**src/rtl/multi_lane_mac_pe_if.sv**
```systemverilog
// Operand/result bundle of one multi-lane MAC PE: upstream operands in,
// forwarded operands out, and the handshaked window result.
interface multi_lane_mac_pe_if #(
  parameter int LANES = 2,
  parameter int A_W   = 4,
  parameter int B_W   = 8,
  parameter int ACC_W = 26
);
  logic                    pulse;
  logic                    in_valid;
  logic                    in_last;
  logic [LANES*A_W-1:0]    in_a;
  logic [LANES*B_W-1:0]    in_b;
  logic [LANES*A_W-1:0]    out_a;
  logic [LANES*B_W-1:0]    out_b;
  logic                    out_valid;
  logic                    out_last;
  logic signed [ACC_W-1:0] result;
  logic                    res_valid;
  logic                    res_ready;
  logic                    res_sat;
  logic                    overrun;

  modport slave (
    input  pulse, in_valid, in_last, in_a, in_b, res_ready,
    output out_a, out_b, out_valid, out_last, result, res_valid, res_sat, overrun
  );

  modport master (
    output pulse, in_valid, in_last, in_a, in_b, res_ready,
    input  out_a, out_b, out_valid, out_last, result, res_valid, res_sat, overrun
  );
endinterface

```
**src/rtl/multi_lane_mac_pe.sv**
```systemverilog
// Systolic MAC PE: LANES signed products summed per pulse, accumulated over a
// last-tagged window, one result word per window on a valid/ready port.
module multi_lane_mac_pe #(
  parameter int LANES = 2,
  parameter int A_W   = 4,
  parameter int B_W   = 8,
  parameter int ACC_W = 26,
  parameter bit SAT   = 1'b1
) (
  input  logic                 clk,
  input  logic                 reset,
  multi_lane_mac_pe_if.slave   bus,
  output logic                 dbg_state_o
);

  localparam int P_W   = A_W + B_W;
  localparam int SUM_W = P_W + $clog2(LANES);

  typedef enum logic {OUT_IDLE = 1'b0, OUT_FULL = 1'b1} out_state_e;
  out_state_e state_q, state_d;

  logic [LANES*A_W-1:0]    a_q;
  logic [LANES*B_W-1:0]    b_q;
  logic                    v0_q, l0_q;
  logic signed [SUM_W-1:0] sum_d, sum_q;
  logic                    v1_q, l1_q;
  logic signed [ACC_W-1:0] acc_q, acc_next;
  logic signed [ACC_W:0]   acc_ext;
  logic                    wsat_q, sat_hit;
  logic signed [ACC_W-1:0] result_q, result_d;
  logic                    res_sat_q, res_sat_d;
  logic                    overrun_q, overrun_d;
  logic                    close;

  always_comb begin
    sum_d = '0;
    for (int i = 0; i < LANES; i++) begin
      sum_d = sum_d + SUM_W'(P_W'($signed(a_q[i*A_W +: A_W])) *
                             P_W'($signed(b_q[i*B_W +: B_W])));
    end
  end

  // One guard bit above ACC_W: a sign mismatch between the top two bits is an overflow.
  assign acc_ext = (ACC_W+1)'(acc_q) + (ACC_W+1)'(sum_q);

  always_comb begin
    sat_hit  = 1'b0;
    acc_next = acc_ext[ACC_W-1:0];
    if (SAT && (acc_ext[ACC_W] != acc_ext[ACC_W-1])) begin
      sat_hit  = 1'b1;
      acc_next = acc_ext[ACC_W] ? {1'b1, {(ACC_W-1){1'b0}}} : {1'b0, {(ACC_W-1){1'b1}}};
    end
  end

  assign close = bus.pulse & v1_q & l1_q;

  always_ff @(posedge clk or posedge reset) begin
    if (reset) begin
      a_q    <= '0;
      b_q    <= '0;
      v0_q   <= 1'b0;
      l0_q   <= 1'b0;
      sum_q  <= '0;
      v1_q   <= 1'b0;
      l1_q   <= 1'b0;
      acc_q  <= '0;
      wsat_q <= 1'b0;
    end else if (bus.pulse) begin
      a_q   <= bus.in_a;
      b_q   <= bus.in_b;
      v0_q  <= bus.in_valid;
      l0_q  <= bus.in_last;
      sum_q <= sum_d;
      v1_q  <= v0_q;
      l1_q  <= v0_q & l0_q;
      if (v1_q) begin
        if (l1_q) begin
          acc_q  <= '0;
          wsat_q <= 1'b0;
        end else begin
          acc_q  <= acc_next;
          wsat_q <= wsat_q | sat_hit;
        end
      end
    end
  end

  // Result port: res_valid=1 holds result stable until a clk edge with
  // res_ready=1 consumes it; res_ready is sampled on every clk edge, pulse or not.
  always_comb begin
    state_d   = state_q;
    result_d  = result_q;
    res_sat_d = res_sat_q;
    overrun_d = overrun_q;
    case (state_q)
      OUT_IDLE: begin
        if (close) begin
          state_d   = OUT_FULL;
          result_d  = acc_next;
          res_sat_d = wsat_q | sat_hit;
        end
      end
      OUT_FULL: begin
        if (close) begin
          result_d  = acc_next;
          res_sat_d = wsat_q | sat_hit;
          if (!bus.res_ready) overrun_d = 1'b1;
        end else if (bus.res_ready) begin
          state_d = OUT_IDLE;
        end
      end
      default: state_d = OUT_IDLE;
    endcase
  end

  always_ff @(posedge clk or posedge reset) begin
    if (reset) begin
      state_q   <= OUT_IDLE;
      result_q  <= '0;
      res_sat_q <= 1'b0;
      overrun_q <= 1'b0;
    end else begin
      state_q   <= state_d;
      result_q  <= result_d;
      res_sat_q <= res_sat_d;
      overrun_q <= overrun_d;
    end
  end

  assign bus.out_a     = a_q;
  assign bus.out_b     = b_q;
  assign bus.out_valid = v0_q;
  assign bus.out_last  = l0_q;
  assign bus.result    = result_q;
  assign bus.res_valid = (state_q == OUT_FULL);
  assign bus.res_sat   = res_sat_q;
  assign bus.overrun   = overrun_q;
  assign dbg_state_o   = state_q;

endmodule

```
**src/flat_wrapper.sv**
```systemverilog
// flat-port wrapper written by rule: the top's interface ports become plain ports
module multi_lane_mac_pe_flat 
#(
  parameter int LANES = 2,
  parameter int A_W   = 4,
  parameter int B_W   = 8,
  parameter int ACC_W = 26,
  parameter bit SAT   = 1'b1
)
  (clk, reset, dbg_state_o, bus_pulse, bus_in_valid, bus_in_last, bus_in_a, bus_in_b, bus_res_ready, bus_out_a, bus_out_b, bus_out_valid, bus_out_last, bus_result, bus_res_valid, bus_res_sat, bus_overrun);
  multi_lane_mac_pe_if #(.LANES(LANES), .A_W(A_W), .B_W(B_W), .ACC_W(ACC_W)) bus_i ();
  input  logic clk;
  input  logic reset;
  output logic dbg_state_o;
  input wire logic [$bits(bus_i.pulse)-1:0] bus_pulse;
  input wire logic [$bits(bus_i.in_valid)-1:0] bus_in_valid;
  input wire logic [$bits(bus_i.in_last)-1:0] bus_in_last;
  input wire logic [$bits(bus_i.in_a)-1:0] bus_in_a;
  input wire logic [$bits(bus_i.in_b)-1:0] bus_in_b;
  input wire logic [$bits(bus_i.res_ready)-1:0] bus_res_ready;
  output wire logic [$bits(bus_i.out_a)-1:0] bus_out_a;
  output wire logic [$bits(bus_i.out_b)-1:0] bus_out_b;
  output wire logic [$bits(bus_i.out_valid)-1:0] bus_out_valid;
  output wire logic [$bits(bus_i.out_last)-1:0] bus_out_last;
  output wire logic [$bits(bus_i.result)-1:0] bus_result;
  output wire logic [$bits(bus_i.res_valid)-1:0] bus_res_valid;
  output wire logic [$bits(bus_i.res_sat)-1:0] bus_res_sat;
  output wire logic [$bits(bus_i.overrun)-1:0] bus_overrun;
  assign bus_i.pulse = bus_pulse;
  assign bus_i.in_valid = bus_in_valid;
  assign bus_i.in_last = bus_in_last;
  assign bus_i.in_a = bus_in_a;
  assign bus_i.in_b = bus_in_b;
  assign bus_i.res_ready = bus_res_ready;
  assign bus_out_a = bus_i.out_a;
  assign bus_out_b = bus_i.out_b;
  assign bus_out_valid = bus_i.out_valid;
  assign bus_out_last = bus_i.out_last;
  assign bus_result = bus_i.result;
  assign bus_res_valid = bus_i.res_valid;
  assign bus_res_sat = bus_i.res_sat;
  assign bus_overrun = bus_i.overrun;
  multi_lane_mac_pe #(.LANES(LANES), .A_W(A_W), .B_W(B_W), .ACC_W(ACC_W), .SAT(SAT)) u_core (.clk(clk), .reset(reset), .bus(bus_i), .dbg_state_o(dbg_state_o));
endmodule
```
**config.mk**
```make
export PLATFORM = sky130hd
export DESIGN_NAME = multi_lane_mac_pe_flat
export DESIGN_NICKNAME = d
export VERILOG_FILES = /design/src/rtl/multi_lane_mac_pe_if.sv /design/src/rtl/multi_lane_mac_pe.sv /design/src/flat_wrapper.sv
export SDC_FILE = /design/constraint.sdc
export NUM_CORES = 1
export LEC_CHECK = 0
export BUFFER_PORTS_ARGS = -buffer_cell sky130_fd_sc_hd__buf_2
export CAP_MARGIN = 20
export CORE_MARGIN = 4
export CORE_UTILIZATION = 35
export DETAILED_ROUTE_END_ITERATION = 10
export PLACE_DENSITY = 0.5
export SLEW_MARGIN = 20
export SYNTH_ARGS = -nofsm -noshare
export SYNTH_HDL_FRONTEND = slang
export SYNTH_SLANG_ARGS = --single-unit
```
**constraint.sdc**
```tcl
create_clock -name clk -period 5.3 [get_ports clk]
set_input_delay 0.53 -clock clk [delete_from_list [all_inputs] [get_ports clk]]
set_output_delay 0.53 -clock clk [all_outputs]
set_load 0.02 [all_outputs]
```
Yosys cells after proc, flatten, opt, wreduce, memory -nomap -nowiden:

Index checks and enable logic that the tools add are counted.

* add/subtract/negate cells: 2
* multipliers: 2
* eq/ne operators: 1
* multiplexer cells: 11
* bitwise operators: 6
* reduce and logical (&&, ||, !) cells: 2

Operators with widths (count)
* $mux 26: 4
* $add 26x13->27: 1
* $mul 4x8->12: 2
* $add 13x13->13: 1
* $mux 1: 6
* $and 1x1->1: 3
* $reduce_and 3->1: 1
* $not 1->1: 2
* $pmux 1 s2: 1
* $reduce_and 2->1: 1
* $ne 1x1->1: 1
* $or 1x1->1: 1

* register bits: 97
* logic and storage cells: 37

Longest topological paths before layout:

Gate-level depths: netlist of the first run.

* depth after elaboration: 5
* depth in mapped cells: 21
* gate-level depth less buffers: 21

Worst setup path after synthesis of the first run:

OpenSTA, ideal clock, no wires.

* path kind: register -> register
* from: register u_core.a_q[7] (netlist: u_core.bus.out_a[7])
* to: register u_core.sum_q[12]
* arrival time: 4.811 ns
* required time: 5.217 ns
* slack: 0.407 ns
* cell stages (with the launch flop): 20
* buffers on the path: 0
* path through: dfrtp_1 > nand2b_1 > fa_1 > fa_1 > inv_1 > fa_1 > ha_1 > fa_1 > a21oi_1 > nor2_1 > nor2_1 > o21bai_1 > a21oi_1 > o21bai_1 > a21oi_1 > xnor2_1 > ha_1 > inv_1 > or4b_2 > o21ai_0

* word-level cells in the longest chain between the ends: 2

Ends and longest elaborated chain
* start: declaration: line multi_lane_mac_pe.sv:22 `logic [LANES*A_W-1:0] a_q;`
* start signal: assignment: line multi_lane_mac_pe.sv:69 `a_q <= bus.in_a;`
* $mul 4x8->12: line multi_lane_mac_pe.sv:38 `sum_d = sum_d + SUM_W'(P_W'($signed(a_q[i*A_W +: A_W])) *`
* $add 13x13->13: line multi_lane_mac_pe.sv:38
* end signal: assignment: line multi_lane_mac_pe.sv:73 `sum_q <= sum_d;`
* end: declaration: line multi_lane_mac_pe.sv:25 `logic signed [SUM_W-1:0] sum_d, sum_q;`

Every way passes these cells.
A chain may end at the register's enable or synchronous reset.

Worst setup path in the final report of the first run:

* from: register u_core.b_q[0] (netlist: u_core.bus.out_b[0])
* to: register u_core.sum_q[12]

* word-level cells in the longest chain between the ends: 2

Ends and longest elaborated chain
* start: declaration: line multi_lane_mac_pe.sv:23 `logic [LANES*B_W-1:0] b_q;`
* start signal: assignment: line multi_lane_mac_pe.sv:70 `b_q <= bus.in_b;`
* $mul 4x8->12: line multi_lane_mac_pe.sv:38
* $add 13x13->13: line multi_lane_mac_pe.sv:38

Every way passes these cells.

==> results.json, run 1 <==
{
  "status": "completed",
  "tightest_slew_ps": 941,
  "p_per_area_nw_per_um2": 736,
  "relSlewSlack_pct": 37.2,
  "final_antenna_net_count": 0,
  "ir_drop_v": 0.000240,
  "dr_total_vias": 6434,
  "syn_area_sq_um": 8150,
  "fp.dieW_um": 161,
  "synth_edf_count": 0,
  "grt_pass1_wl_um": 35000,
  "num_rows": 55,
  "die_h_um": 161,
  "hold_viol_final": 0,
  "grt_antenna_before_repair": 0,
  "initial_core_util_pct": 35.8,
  "fin_crit_ps": 4960,
  "synth_fp_nets": 1020,
  "finalCritPeriodShare_pct": 93.5,
  "cap_violations": 0,
  "ys_types": 68,
  "final_cell_mix": "dfrtp_1, nand2_1, buf_2",
  "worst_hold_path_type": "in2async",
  "core_area_sq_um": 22800,
  "slew_viol_final": 0,
  "cp-end-kind": "flop",
  "cts_setup_buffers": 0,
  "cts_root_buffer": "clkbuf_16",
  "p_leak_nw": 4.29,
  "r2r_slack_ps": 340,
  "critPathKind": "reg2reg",
  "place_area_sq_um": 8880,
  "cts_sinks": 97,
  "cp.required_ps": 5580,
  "syn_inst": 876,
  "synth.avg_cell_area_sq_um": 9.31,
  "dp_hpwl_um": 16000,
  "clock_latency_ps": 360,
  "cts_hold_buf": 0,
  "cts_buffer_depth": 2,
  "skew_ps": 6.63,
  "nFillCells": 2341,
  "dp_slack_ps": 264,
  "setup_ws_ps": 343,
  "drtIter0Drc": 294,
  "area_delta_synth_final_pct": 12.5,
  "grt_overflow": 0,
  "grt.total_usage_pct": 16.6,
  "setup_tns_ps": 0,
  "final_nets": 1093,
  "critPathLaunchType": "flop",
  "finalSetupViolations": 0,
  "yosys_warnings": 0,
  "synth_compound_gate_area_share_pct": 19.0,
  "globalplace.congestion": 0.897,
  "cts_buffers": 9,
  "final_common_cell": "dfrtp_1",
  "async_flop_share_pct": 100,
  "fin_area_sq_um": 9170,
  "wl_per_cell_um": 16.6,
  "viasPerCell": 5.08,
  "fin_util_pct": 40.3,
  "clk_pin_slew_ps": 70,
  "drt_wl_total_um": 21000,
  "synth_top_family_by_area": "adder cells",
  "yosys.area.top_type": "dfrtp_1",
  "cts_max_level": 3,
  "drive_gt1_share_pct": 19.0,
  "io_buffers": 85,
  "crit_path_max_fanout": 3,
  "max_freq_mhz": 202,
  "remaining_drc_errors": 0,
  "synth.top_cell.area_share_pct": 29.8,
  "synth_xor_area_share_pct": 5.16,
  "cts_tree": "built",
  "dr.pass1.iters": 5,
  "synth-simple-area-share_pct": 15.0,
  "yosys_register_bits": 97,
  "power.total_mw": 6.76,
  "rsz0062_at_grt": "no",
  "synth.area.top_cells": "dfrtp_1, ha_1, fa_1",
  "grt_max_degree": 63,
  "synth-main-ff-cell": "dfrtp_1",
  "grt_pass1_vias": 6542,
  "dieArea_sq_um": 25800,
  "pin_count": 86,
  "seq_area_frac_synth_pct": 29.8,
  "cp.arrival_ps": 5240,
  "synthMuxAreaShare_pct": 5.63,
  "cts.repair.resized": 0,
  "antenna_cells": 0,
  "synthAdderAreaFrac_pct": 21.1
}
## power by group
group | internal, mW | switching (mW) | total, mW
Clock | 0.364 | 0.305 | 0.669
Combinational | 2.01 | 2.86 | 4.86
Sequential | 1.02 | 0.204 | 1.22
Total | 3.39 | 3.36 | 6.76
## worst paths after layout
check                                     from               endpoint  cells past startpoint
max reg2reg                u_core.bus.out_b[0]       u_core.sum_q[12]                     20
max                        u_core.bus.out_b[0]       u_core.sum_q[12]                     20
min in group clk                   bus_in_a[3]    u_core.bus.out_a[3]                      3
min                                      reset    u_core.bus.out_b[2]                      2
max in group asynchronous                reset  u_core.bus.result[11]                      3
min reg2reg                 u_core.bus.overrun     u_core.bus.overrun                      1
## sequential cells by signal, summed over array words and instances (netlist names)
register and cells:
u_core.acc_q 26, u_core.bus.out_a 8, u_core.bus.out_b 16, u_core.bus.out_last 1
u_core.bus.out_valid 1, u_core.bus.overrun 1, u_core.bus.res_sat 1, u_core.bus.res_valid 1
u_core.bus.result 26, u_core.l1_q 1, u_core.sum_q 13, u_core.v1_q 1
u_core.wsat_q 1
## worst max-delay path, cell delays in order (launching register included)
cell	delay, ps
dfrtp_1	370
nand2b_1	170
fa_1	510
fa_1	570
fa_1	420
inv_1	70
ha_1	170
inv_1	60
fa_1	410
nor2b_1	130
o21ai_0	90
a21boi_0	240
o21a_1	160
o21ai_0	80
nand2b_1	80
a21oi_1	80
xnor2_1	170
ha_1	300
inv_1	60
or4b_2	620
o21ai_1	130
## area by class of cell
type | count | area [sq um] | area share (%)
clock buffer | 10 | 229 | 2.50
tap | 313 | 392 | 4.27
sequential | 97 | 2430 | 26.5
multi-input combinational | 699 | 5380 | 58.7
inverter | 46 | 175 | 1.91
clock inverter | 5 | 57.6 | 0.627
timing repair buffer | 96 | 508 | 5.54
## cells in the mapped netlist (all sizes together), types with 19 or more instances
cell type  instances
a21o              19
o21ai             85
mux2              37
inv               45
nand2             90
dfrtp             97
buf               19
xnor2             37
nor2              47
a21oi             64
ha                78
and2              46
fa                36
## cells by family (layout without fill, tap and decap cells)
logic type / count (synthesis) / count (layout)
AOI/OAI and AO/OA: 243 / 243
xor gates and xnor gates: 48 / 48
adders and majority gates: 116 / 116
buffers and inverters: 80 / 157
DFF: 97 / 97
muxes: 40 / 40
and+or+nand+nor: 252 / 252
## through the flow
stage | hold slack, ps | cells
floorplan | 455 | 876
global placement | 458 | 1251
detailed placement | 461 | 1251
CTS | 360 | 1266
global route | 386 | 1266
finish | 325 | 1266
## per-layer routing
layer | part of all wire (%) | vias to the layer above | GRT usage, %
met5 | 0 | - | 0
met3 | 2.4 | 20 | 2.23
met2 | 51 | 99 | 29.2
li1 | - | 3218 | -
met1 | 45 | 3097 | 21.5
met4 | 1.5 | 0 | 4.42
No activity file was read; power rests on OpenSTA's default activity.
==> inputs of run 2 (changes only) <==
--- a/config.mk
+++ b/config.mk
@@ -8,10 +8,10 @@
 export BUFFER_PORTS_ARGS = -buffer_cell sky130_fd_sc_hd__buf_2
 export CAP_MARGIN = 20
 export CORE_MARGIN = 4
-export CORE_UTILIZATION = 35
+export CORE_UTILIZATION = 61
 export DETAILED_ROUTE_END_ITERATION = 10
-export PLACE_DENSITY = 0.5
-export SLEW_MARGIN = 20
+export PLACE_DENSITY = 0.8
+export SLEW_MARGIN = 15
 export SYNTH_ARGS = -nofsm -noshare
 export SYNTH_HDL_FRONTEND = slang
 export SYNTH_SLANG_ARGS = --single-unit
==> results.json, run 2 (synthesis gave the netlist of run 1 again) <==
{
  "status": "completed",
  "num_rows": 41,
  "internal_power_mw": 3.44,
  "cp.arrival_ps": 5330,
  "initial_core_util_pct": 63.3,
  "p_leak_nw": 4.28,
  "skew_ps": 11.9,
  "cp.required_ps": 5590,
  "netSwitchingPower_mw": 3.40,
  "area_delta_synth_final_pct": 10.4,
  "cp_slowest_cell": "or4b_2",
  "seqPwrFrac_pct": 17.9,
  "dr.pass1.iters": 5,
  "worst_hold_path_type": "in2async",
  "die_h_um": 124,
  "relSlewSlack_pct": 39.3,
  "crit_top_cell": "fa_1",
  "final_nets": 1088,
  "antenna_cells": 0,
  "place_area_sq_um": 8650,
  "ir_drop_v": 0.000358,
  "grt_pass1_vias": 6766,
  "p_per_area_nw_per_um2": 759,
  "drive_gt1_share_pct": 18.4,
  "power_frac_comb_pct": 71.5,
  "fin_area_sq_um": 9000,
  "grt_antenna_before_repair": 0,
  "fp.dieW_um": 124,
  "core_area_sq_um": 12900,
  "grt_max_degree": 51,
  "drt_wl_total_um": 19600,
  "tightest_slew_ps": 909,
  "max_freq_mhz": 198,
  "hold_viol_final": 0,
  "cts_max_level": 3,
  "crit_path_max_fanout": 6,
  "switching_share_pct": 49.7,
  "m1WireLength_um": 8260,
  "cts_sinks": 97,
  "setup_tns_ps": 0,
  "dr_total_vias": 6766,
  "cts_tree": "built",
  "highest_layer": "met4",
  "viasPerCell": 6.04,
  "io_buffers": 85,
  "dp_hpwl_um": 14900,
  "wl_per_cell_um": 17.5,
  "remaining_drc_errors": 0,
  "cts_buffers": 9,
  "critPathKind": "reg2reg",
  "path_buf_inv": 2,
  "cts_buffer_depth": 2,
  "cts_setup_buffers": 0,
  "final_common_cell": "dfrtp_1",
  "critPathLaunchType": "flop",
  "slowest_delay_ps": 620,
  "clock_latency_ps": 370,
  "clk_pin_slew_ps": 70,
  "cap_violations": 0,
  "drtIter0Drc": 419,
  "final_antenna_net_count": 0,
  "pin_count": 86,
  "wl_met3_um": 1060,
  "dieArea_sq_um": 15300,
  "crit_chain": "nand2b_1, fa_1, fa_1, inv_1, fa_1, ha_1, fa_1, a21oi_1, nor2_1, nor2_1, o21bai_1, a21oi_2, o21bai_1, a21oi_1, xnor2_1, ha_1, inv_1, or4b_2, o21ai_0",
  "cp-end-kind": "flop",
  "globalplace.congestion": 0.936,
  "nFillCells": 1018,
  "fin_crit_ps": 5040,
  "slew_viol_final": 0,
  "p_clk_share_pct": 10.6,
  "cts_root_buffer": "clkbuf_16",
  "critPathTopFamily": "adder cells",
  "finalSetupViolations": 0,
  "met2_length_um": 9590,
  "power.total_mw": 6.84,
  "finalCritPeriodShare_pct": 95.1,
  "final_cell_mix": "dfrtp_1, nand2_1, buf_2",
  "grt_pass1_wl_um": 32500,
  "grt.total_usage_pct": 27.1,
  "grt_overflow": 0
}
run 2: cell types whose count changed in the layout (fill, tap and decap cells not counted), sizes merged:
cell      previous run  this run
bufinv               1         2
buf                 96        91
clkinv               5         2
inv                 45        47
clkinvlp             0         1
run 2: worst paths after layout:
kind                                          start                    end  slack (ps)  depth (start not counted)
worst max register to register  u_core.bus.out_b[8]       u_core.sum_q[12]         260                         19
max in group asynchronous                     reset  u_core.bus.result[10]        4010                          3
worst min register to register   u_core.bus.overrun     u_core.bus.overrun         470                          1
worst min-delay path                          reset    u_core.bus.out_b[7]         240                          2
worst max-delay path            u_core.bus.out_b[8]       u_core.sum_q[12]         260                         19
min in group clk                        bus_in_b[7]    u_core.bus.out_b[7]         390                          2
run 2: stage by stage:
stage                     worst slack, ps  std cells  hold WS (ps)  utilization [%]
after floorplan                       407        876           455                -
after global placement                413       1103           455             67.2
after detailed placement              327       1103           464             67.2
after CTS                             289       1119           260             69.7
after global routing                -45.2       1121           292             69.9
final                                 262       1121           242             69.9
run 2: timing repair:
action,CTS,global route
hold buffers,0,0
setup endpoints to repair,0,1
resized for setup,0,2
hold endpoints to repair,0,0
run 2: power groups by stage:
stage,clock (mW),combinational [mW],sequential [mW]
3_3_place_gp,0,4.69,1.22
4_1_cts,0.732,4.83,1.22
6_report,0.726,4.89,1.22
5_1_grt,0.762,5.42,1.25
2_1_floorplan,0,3.65,1.32
3_5_place_dp,0,4.78,1.23
run 2: worst register-to-register path, stage by stage, from the launching register on:
cell      delay (ps)
dfrtp_1          440
nand2b_1         190
fa_1             510
fa_1             540
inv_1             50
fa_1             450
ha_1             230
fa_1             410
a21oi_1          150
nor2_1            60
nor2_1           180
o21bai_1         120
a21oi_2          180
o21bai_1          80
a21oi_1          180
xnor2_1          100
ha_1             280
inv_1             60
or4b_2           620
o21ai_0          150
run 2: area by class of cell:
| class | count | area (sq um) | share of cell area [%] |
|---|---|---|---|
| clock buffer | 10 | 229 | 2.54 |
| clock inverter | 6 | 90.1 | 1.00 |
| inverter | 46 | 175 | 1.95 |
| multi-input combinational | 699 | 5380 | 59.8 |
| sequential | 97 | 2430 | 27.0 |
| tap | 172 | 215 | 2.39 |
| timing repair buffer | 91 | 485 | 5.39 |
run 2: layer usage:
metal,track usage (%),vias to the layer above
li1,-,3227
met1,35.1,3246
met2,44.7,244
met3,4.00,49
met4,13.4,0
met5,0,-
==> inputs of run 3 (changes only) <==
--- a/config.mk
+++ b/config.mk
@@ -9,6 +9,7 @@
 export CAP_MARGIN = 20
 export CORE_MARGIN = 4
 export CORE_UTILIZATION = 61
+export CTS_BUF_LIST = sky130_fd_sc_hd__clkbuf_16
 export DETAILED_ROUTE_END_ITERATION = 10
 export PLACE_DENSITY = 0.8
 export SLEW_MARGIN = 15
==> results.json, run 3 (synthesis gave the netlist of run 1 again) <==
{
  "dr_total_vias": 6778,
  "dp_hpwl_um": 14900,
  "fin_area_sq_um": 9000,
  "cap_violations": 0,
  "cp_slowest_cell": "or4b_2",
  "hold_viol_final": 0,
  "cp.arrival_ps": 5330,
  "drive_gt1_share_pct": 18.4,
  "initial_core_util_pct": 63.3,
  "area_delta_synth_final_pct": 10.4,
  "cp-end-kind": "flop",
  "slew_viol_final": 0,
  "finalNonFillerCells": 1121,
  "placed_cells": 1103,
  "power.total_mw": 6.83,
  "grt_overflow": 0,
  "globalplace.congestion": 0.936,
  "critPathTopFamily": "adder cells",
  "final_cell_mix": "dfrtp_1, nand2_1, buf_2",
  "fin_crit_ps": 5040,
  "finalCritPeriodShare_pct": 95.1,
  "pin_count": 86,
  "finalSetupViolations": 0,
  "relSlewSlack_pct": 39.6,
  "p_per_area_nw_per_um2": 758,
  "clk_pin_slew_ps": 70,
  "remaining_drc_errors": 0,
  "critPathLaunchType": "flop",
  "crit_top_cell": "fa_1",
  "grt_pass1_vias": 6772,
  "nFillCells": 1018,
  "final_common_cell": "dfrtp_1",
  "grt_max_degree": 51,
  "slowest_delay_ps": 620,
  "status": "completed",
  "critPathKind": "reg2reg",
  "max_freq_mhz": 198,
  "grt_pass1_wl_um": 32500,
  "regArea_sq_um": 2430,
  "die_h_um": 124,
  "num_rows": 41,
  "cts_buffers": 9,
  "multiInputGateArea_sq_um": 5380,
  "antenna_cells": 0,
  "fp.dieW_um": 124,
  "cts_hold_buf": 0,
  "drtIter0Drc": 435,
  "crit_chain": "nand2b_1, fa_1, fa_1, inv_1, fa_1, ha_1, fa_1, a21oi_1, nor2_1, nor2_1, o21bai_1, a21oi_2, o21bai_1, a21oi_1, xnor2_1, ha_1, inv_1, or4b_2, o21ai_0",
  "crit_path_max_fanout": 6,
  "cts_max_level": 3,
  "ir_drop_v": 0.000357,
  "cts_buffer_depth": 2,
  "path_buf_inv": 2,
  "dieArea_sq_um": 15300,
  "worst_hold_path_type": "in2async",
  "core_area_sq_um": 12900,
  "tightest_slew_ps": 906,
  "io_buffers": 85,
  "cts_setup_buffers": 0,
  "skew_ps": 11.4,
  "cts_sinks": 97,
  "dr.pass1.iters": 5,
  "place_area_sq_um": 8650,
  "cts_root_buffer": "clkbuf_16",
  "final_antenna_net_count": 0,
  "clock_latency_ps": 360,
  "grt.total_usage_pct": 27.1,
  "grt_antenna_before_repair": 0,
  "final_nets": 1088,
  "viasPerCell": 6.05,
  "cts.repair.resized": 0,
  "cp.required_ps": 5590,
  "p_leak_nw": 4.28,
  "wl_per_cell_um": 17.6,
  "cts_tree": "built",
  "drt_wl_total_um": 19700
}
run 3: changes by cell type in the layout (fill, tap and decap cells not counted):
cell,previous run,this run
inv_1,44,45
clkbuf_1,1,0
run 3: per-layer routing:
metal / GRT usage [%] / wire [um] / up-vias
met5: 0 / 0 / -
met4: 13.4 / 682 / 0
met3: 4.00 / 988 / 45
met2: 44.7 / 9650 / 239
met1: 35.0 / 8360 / 3265
li1: - / - / 3229
run 3: power breakdown:
| part | total, mW | leakage [nW] | switching [mW] | internal [mW] |
|---|---|---|---|---|
| Sequential | 1.23 | 1.18 | 0.207 | 1.02 |
| Combinational | 4.88 | 2.94 | 2.88 | 2.00 |
| Clock | 0.724 | 0.158 | 0.309 | 0.415 |
| Total | 6.83 | 4.28 | 3.39 | 3.43 |
run 3: through the flow:
stage / setup WS, ps / hold WS [ps] / util [%] / TNS [ps]
global route: -45.2 / 293 / 69.9 / -45.2
CTS: 289 / 260 / 69.7 / 0
floorplan: 407 / 455 / - / 0
global placement: 413 / 455 / 67.2 / 0
detailed placement: 327 / 464 / 67.2 / 0
finish: 261 / 244 / 69.9 / 0
run 3: worst reg2reg max path: cells and delay by family, from the launching register on:
family                   cells  cell delay, ps
flip-flops                   1             440
AND/OR/NAND/NOR              4            1050
AO/OA/AOI/OAI                6             860
XOR/XNOR                     1             100
buffers and inverters        2             110
adder cells (fa/ha/maj)      6            2420
run 3: area by class of cell:
class | count | area share [%]
repair buffers | 91 | 5.39
clock inverters | 7 | 1.04
clock buffers | 9 | 2.50
well taps | 172 | 2.39
multi-input cells | 699 | 59.8
inverters | 46 | 1.95
flip-flops and latches | 97 | 27.0
run 3: path summary, 6_finish.rpt:
kind,start,end,slack [ps],cells past startpoint
max,u_core.bus.out_b[8],u_core.sum_q[12],260,19
max reg2reg,u_core.bus.out_b[8],u_core.sum_q[12],260,19
min in group clk,bus_in_b[7],u_core.bus.out_b[7],390,2
max in group asynchronous,reset,u_core.bus.result[10],3990,3
min,reset,u_core.bus.out_b[7],240,2
min reg2reg,u_core.bus.overrun,u_core.bus.overrun,470,1
